<file path="src/rtl/dmem_responder.sv">
// dmem_responder: single-outstanding valid/ready data-memory responder with a fixed LAT-cycle
// response latency. Define DMEM_INIT_EN to zero the whole array after every reset.
module dmem_responder #(
   parameter int unsigned ADDR_W = 8,
   parameter int unsigned DATA_W = 8,
   parameter int unsigned LAT    = 2
) (
   input  logic              clk,
   input  logic              reset,
   input  logic              req_valid,
   output logic              req_ready,
   input  logic              req_we,
   input  logic [ADDR_W-1:0] req_addr,
   input  logic [DATA_W-1:0] req_wdata,
   output logic              rsp_valid,
   input  logic              rsp_ready,
   output logic              rsp_we,
   output logic [DATA_W-1:0] rsp_rdata,
   output logic              busy
);

   localparam int unsigned Depth   = 2 ** ADDR_W;
   localparam logic [3:0]  LatInit = 4'(LAT - 1);

   if (LAT < 1 || LAT > 15) begin : g_lat_check
      $error("dmem_responder: LAT must be in 1..15");
   end

`ifdef DMEM_INIT_EN
   typedef enum logic [1:0] {StIdle, StWait, StResp, StInit} state_e;
   localparam state_e StReset = StInit;
`else
   typedef enum logic [1:0] {StIdle, StWait, StResp} state_e;
   localparam state_e StReset = StIdle;
`endif

   state_e              state_q, state_d;
   logic [3:0]          cnt_q, cnt_d;
   logic                rsp_we_q, rsp_we_d;
   logic [DATA_W-1:0]   rsp_rdata_q, rsp_rdata_d;
   logic [DATA_W-1:0]   mem [Depth];
   logic                mem_we;
   logic [ADDR_W-1:0]   mem_waddr;
   logic [DATA_W-1:0]   mem_wdata;
   logic                accept;

`ifdef DMEM_INIT_EN
   logic [ADDR_W-1:0]   sweep_q, sweep_d;
`endif

   assign accept = (state_q == StIdle) && req_valid;

   // State register and response holding registers.
   always_ff @(posedge clk or posedge reset) begin
      if (reset) begin
         state_q     <= StReset;
         cnt_q       <= '0;
         rsp_we_q    <= 1'b0;
         rsp_rdata_q <= '0;
      end else begin
         state_q     <= state_d;
         cnt_q       <= cnt_d;
         rsp_we_q    <= rsp_we_d;
         rsp_rdata_q <= rsp_rdata_d;
      end
   end

`ifdef DMEM_INIT_EN
   always_ff @(posedge clk or posedge reset) begin
      if (reset) begin
         sweep_q <= '0;
      end else begin
         sweep_q <= sweep_d;
      end
   end

   always_comb begin
      sweep_d = sweep_q;
      if (state_q == StInit) begin
         sweep_d = sweep_q + ADDR_W'(1);
      end
   end
`endif

   // Next-state logic.
   always_comb begin
      state_d = state_q;
      cnt_d   = cnt_q;
      unique case (state_q)
         StIdle: begin
            if (req_valid) begin
               cnt_d   = LatInit;
               state_d = (LAT == 1) ? StResp : StWait;
            end
         end
         StWait: begin
            cnt_d = cnt_q - 4'd1;
            if (cnt_q == 4'd1) begin
               state_d = StResp;
            end
         end
         StResp: begin
            if (rsp_ready) begin
               state_d = StIdle;
            end
         end
`ifdef DMEM_INIT_EN
         StInit: begin
            if (sweep_q == '1) begin
               state_d = StIdle;
            end
         end
`endif
         default: state_d = StReset;
      endcase
   end

   // Load data is taken from the pre-edge array contents; stores answer with zero.
   always_comb begin
      rsp_we_d    = rsp_we_q;
      rsp_rdata_d = rsp_rdata_q;
      if (accept) begin
         rsp_we_d    = req_we;
         rsp_rdata_d = req_we ? '0 : mem[req_addr];
      end
   end

   always_comb begin
      mem_we    = accept && req_we;
      mem_waddr = req_addr;
      mem_wdata = req_wdata;
`ifdef DMEM_INIT_EN
      if (state_q == StInit) begin
         mem_we    = 1'b1;
         mem_waddr = sweep_q;
         mem_wdata = '0;
      end
`endif
   end

   // Storage is deliberately not reset so accepted stores survive a reset.
   always_ff @(posedge clk) begin
      if (mem_we) begin
         mem[mem_waddr] <= mem_wdata;
      end
   end

   // Output logic.
   always_comb begin
      req_ready = 1'b0;
      rsp_valid = 1'b0;
      busy      = 1'b1;
      unique case (state_q)
         StIdle: begin
            req_ready = 1'b1;
            busy      = 1'b0;
         end
         StResp:  rsp_valid = 1'b1;
         default: ;
      endcase
      rsp_we    = rsp_we_q;
      rsp_rdata = rsp_rdata_q;
   end

endmodule
</file>
<file path="config.mk">
export PLATFORM = sky130hd
export DESIGN_NAME = dmem_responder
export DESIGN_NICKNAME = d
export VERILOG_FILES = /design/src/rtl/dmem_responder.sv
export SDC_FILE = /design/constraint.sdc
export NUM_CORES = 2
export LEC_CHECK = 0
export BUFFER_PORTS_ARGS = -buffer_cell sky130_fd_sc_hd__buf_4
export CORE_ASPECT_RATIO = 0.8
export CORE_MARGIN = 3
export CORE_UTILIZATION = 35
export DETAILED_ROUTE_END_ITERATION = 16
export PLACE_DENSITY = 0.52
export SLEW_MARGIN = 5
export SYNTH_ARGS = -nofsm -noshare
export SYNTH_HDL_FRONTEND = slang
export SYNTH_SLANG_ARGS = --single-unit
</file>
<file path="constraint.sdc">
create_clock -name clk -period 2.45 [get_ports clk]
set_input_delay 0.245 -clock clk [delete_from_list [all_inputs] [get_ports clk]]
set_output_delay 0.245 -clock clk [all_outputs]
set_load 0.02 [all_outputs]
</file>
# == Word level (Yosys, flattened, before mapping) ==
# Memories as Yosys holds them, arrays and structs flattened.
# Cells that the tools add are included.
# totals
ram_bits,2048
regBits,15
in_bits,21
out_inout_bits,12
wordCells,30
n_memories,1
# op_classes
muxes,12
reduce_logical,6
n_addsub,1
n_eq_ne,6
# memory_table
memory,depth,word_bits,rd,rd_ports_with_merged_regs,write_ports,line_no,rtl
mem,256,8,1,0,1,41,logic [DATA_W-1:0] mem [Depth];
# op_table
op,n
$mux W8,1
$pmux W4 S2,1
$mux W2,3
$ne A2 B2 Y1 const B,3
$pmux W2 S3,1
$mux W1,5
$eq A4 B1 Y1 const B,1
$mux W4,1
$sub A4 B1 Y4 const B,1
$reduce_and A3 Y1,1
$eq A2 B1 Y1 const B,1
$eq A2 B2 Y1 const B,1
$logic_and A1 B1 Y1,2
$logic_not A2 Y1,1
$reduce_and A2 Y1,1
$reduce_bool A2 Y1,1

# == Logic depth before layout (Yosys ltp) ==
# logic_depth
depth_word,5
mapped_depth,12
mapped_depth_nobuf,7

# == Worst setup path before layout ==
# OpenSTA, ideal clock, no wires.
# synth_path
path_kind,input to register
from,input req_addr[0]
to,"memory mem[105][0], enable pin"
n_path_buf,7
stages,10
t_required_ns,2.080
setup_time_ns,0.370
slack_ns,-0.262
arrival_time_ns,2.342
path_cell_list,buf_6 > buf_6 > buf_6 > buf_6 > buf_2 > buf_2 > nor2b_1 > nand2_1 > buf_2 > nor2_1
# synth_rtl
item,line_no,rtl
start: declaration,13,"input logic [ADDR_W-1:0] req_addr,"
end: declaration,41,
# No word-level cell before the write port.

# == Final worst setup path ==
# layout_path
from,memory mem[200][0]
to,register rsp_rdata_q[0] (netlist: rsp_rdata[0])
# layout_between
elab_chain_len,2
# layout_lines
item,line_no,rtl
$mem_v2 Z256 W8,--,
$mux W8,124,rsp_rdata_d = req_we ? '0 : mem[req_addr];
end signal: assignment,64,rsp_rdata_q <= rsp_rdata_d;
end: declaration,40,"logic [DATA_W-1:0] rsp_rdata_q, rsp_rdata_d;"
# Every way passes these cells.
# A chain may end at the register's enable or synchronous reset.

==> results.ini <==
[synth]
synth.avg_cell_area_um2=21.3
ys_top_cells_by_count=2048 x edfxtp_1, 459 x mux4_2, 291 x nor2_1
post-synth-top-count-cell=edfxtp_1
yosysTopAreaCell=edfxtp_1
ys_warn_count=0
synth_ff_type=edfxtp_1
syn_nets=3761
synthCells=3738
synth.area.top_cells=edfxtp_1 77%, mux4_2 13%, mux2i_1 1.5%
ys_seq_area_share_pct=77.6
ys_types=58
syn_area_um2=79700
yosys_register_bits=2063
async_reset_ff_share_pct=0.727
synth_top_area_share_pct=77.2
synth_edf_count=2048

[power_and_ir_drop]
combinationalPowerShare_pct=6.5
p_total_w=0.0748
intPower_w=0.0583
switchingPower_w=0.0164
power.share.clock_pct=41.3
powerDensity_nw_per_um2=773
swShare_pct=22.0
ir_drop_mv=0.509
p_seq_share_pct=52.3
leakagePower_nw=31.1

[route]
drt_iter0_drc=4785
wire_per_inst_um=29.0
drt_pass1_iterations=5
drc=0
ant_nets=0
wl_mm=222
via_per_inst=5.37
vias=41100

[timing]
rsz0062_at_grt=true
fin_ws_ns=-0.106
setup_viol=1
min_period_ns=2.56
drv_slew=0
slew_headroom_pct=18.2
skew_ns=0.0527
fin_hold_ws_ns=0.0969
max_freq_ghz=0.391
finalCritPeriodShare_pct=104
hold_viol=0
setup_tns_ns=-0.106
worstMarginPinSlew_ns=1.23

[min_path]
worstHoldStart=req_addr[6]
hold_depth=3
min_path_type=primary input to flop
hold_path_end=mem[236][0]$_DFFE_PP_

[flow_run]
drv_cap=0

[setup_path]
slowest_stage=or4_4
setup.worst_path.end_class=flop
worstSetupPathType=flop to flop
crit_required_ns=3.18
regToRegEndpoint=rsp_rdata[0]$_DFFE_PP0P_
rr_startpoint=mem[200][0]$_DFFE_PP_
reg2regPathDepth=8
arrival_ns=3.28
crit_path_cell_trace=mux4_2 -> nor2_2 -> a2111oi_1 -> a221oi_2 -> buf_4 -> a31oi_4 -> or4_4 -> a32o_1
crit_path_max_fanout=1
worstSetupStartpointType=flop
cpPeakStageDelay_ns=0.61
reg2reg_slack_ns=-0.11

[global_route]
grt.total_usage_pct=18.8
top_usage_layer=met1
grt_pass1_wl_mm=316
grt_max_degree=102
grt_util_met2_pct=27.4
grt_overflow_total=0
use_met1_pct=29.2
grt_pass1_vias=41000
antenna_found_initial=7
use_met3_pct=3.69

[clock_tree]
clk_pin_slew_ns=0.06
clock_latency_ns=0.85
cts_root_buf=clkbuf_16
numCtsBuffers=202
cts_num_sinks=2063
cts_htree_levels=4
clock_path_buffers=4
cts_tree=yes
postCtsSetupRepairBufs=0

[die]
io_pins=33
die_y_um=433
rows=156
dieWidth_um=540
fp.dieArea_um2=234000
core-area_um2=226000
initial_core_util_pct=35.2

[cells_and_area]
stdcell_count=7655
areaGrowthSynthToFinish_pct=21.4
finalNetCount=4517
fillCellCount=19400
drive_gt1_share_pct=35.9

[outcome]
violations=setup timing
status=complete, but fails checks

[placed_design]
gp_congestion=0.836
port_buffers=32
dp.cells=7284
hpwl_mm=148

[layer usage]
layer  part of all wire, %  vias to the layer above
li1                      -                    17200
met1                    46                    22000
met2                    44                     1623
met3                   8.2                      274
met4                   2.2                        0
met5                     0                        -
[logic make-up (layout without fill, tap and decap cells)]
group | count (synthesis) | in the layout | synth area share [%]
flip-flops | 2063 | 2063 | 77.6
multiplexers | 628 | 628 | 15.2
AND/OR/NAND/NOR | 441 | 441 | 2.37
AO/OA/AOI/OAI | 370 | 370 | 3.32
buffers and inverters | 234 | 1145 | 1.49
adder cells (fa/ha/maj) | 2 | 2 | 0.0314
other | 0 | 4 | 0
[worst max path at each step]
| stage | from | to | cells past startpoint |
|---|---|---|---|
| after floorplan | req_addr[1] | mem[82][0]$_DFFE_PP_ | 10 |
| after global placement | req_addr[0] | rsp_rdata[2]$_DFFE_PP0P_ | 7 |
| after detailed placement | req_addr[0] | rsp_rdata[2]$_DFFE_PP0P_ | 7 |
| after CTS | mem[200][0]$_DFFE_PP_ | rsp_rdata[0]$_DFFE_PP0P_ | 8 |
| after global routing | mem[200][0]$_DFFE_PP_ | rsp_rdata[0]$_DFFE_PP0P_ | 8 |
| final | mem[200][0]$_DFFE_PP_ | rsp_rdata[0]$_DFFE_PP0P_ | 8 |
[cells in the final DEF, fill, tap and decap left out, types with 15 or more instances in the layout]
master and count:
clkbuf_16 204, clkinv_1 46, mux2i_1 119, nor2b_1 17, a22oi_1 90, a221oi_1 15
a211oi_1 16, a21oi_1 51, nor2_1 224, clkinv_2 28, bufinv_16 21, o21ai_0 27
a22o_1 25, mux4_2 459, a31oi_1 19, clkbuf_1 41, buf_12 110, o22ai_1 22
o2111ai_1 15, mux2_2 46, nand2_1 45, dfrtp_1 15, nor2_2 36, edfxtp_1 2048
nand3_1 16, nor2_4 31, o211ai_1 16, buf_4 634
[stage by stage]
step	setup slack [ns]	utilization [%]	instance area (µm²)
after floorplan	-0.222	-	80000
after global placement	-1.00	39.7	89800
after detailed placement	-1.01	39.7	89800
after CTS	-0.0909	42.7	96500
after global routing	-0.122	42.8	96700
final	-0.106	42.8	96700
[state kept, by name, indices dropped and copies added (netlist names)]
signal	count
rsp_rdata	8
cnt_q	4
mem	2048
rsp_we	1
state_q	2
[worst max-delay path, delay by kind of cell (launching register included)]
family	cells	cell delay (ns)
mux	1	0.48
compound gates	4	0.65
simple gates	2	0.73
flops	1	0.39
buf+inv	1	0.17
[cell type report]
class	count	area, µm²	area share [%]
multi-input combinational	1441	17300	17.9
inverter	13	48.8	0.0505
timing repair buffer	773	7320	7.56
clock buffer	249	5310	5.49
sequential	2063	61900	64.0
clock inverter	110	1120	1.16
tap	3002	3760	3.88
antenna	4	10.0	0.0103
[what timing repair did]
| item | in CTS | in global routing |
|---|---|---|
| gates resized for setup | 39 | 45 |
| pin swaps | 6 | 3 |
| endpoints found under the hold margin | 424 | 0 |
| hold buffers | 12 | 0 |
| setup endpoints to repair | 334 | 286 |
[power groups by stage]
stage	clock [W]	combinational [W]	sequential [W]
after floorplan	0	0.00201	0.0398
after global placement	0	0.00476	0.0398
after detailed placement	0	0.00479	0.0398
after CTS	0.0315	0.00484	0.0391
after global routing	0.0330	0.00509	0.0391
final	0.0309	0.00482	0.0391
Note: power is estimated with default switching activity, not from simulation.
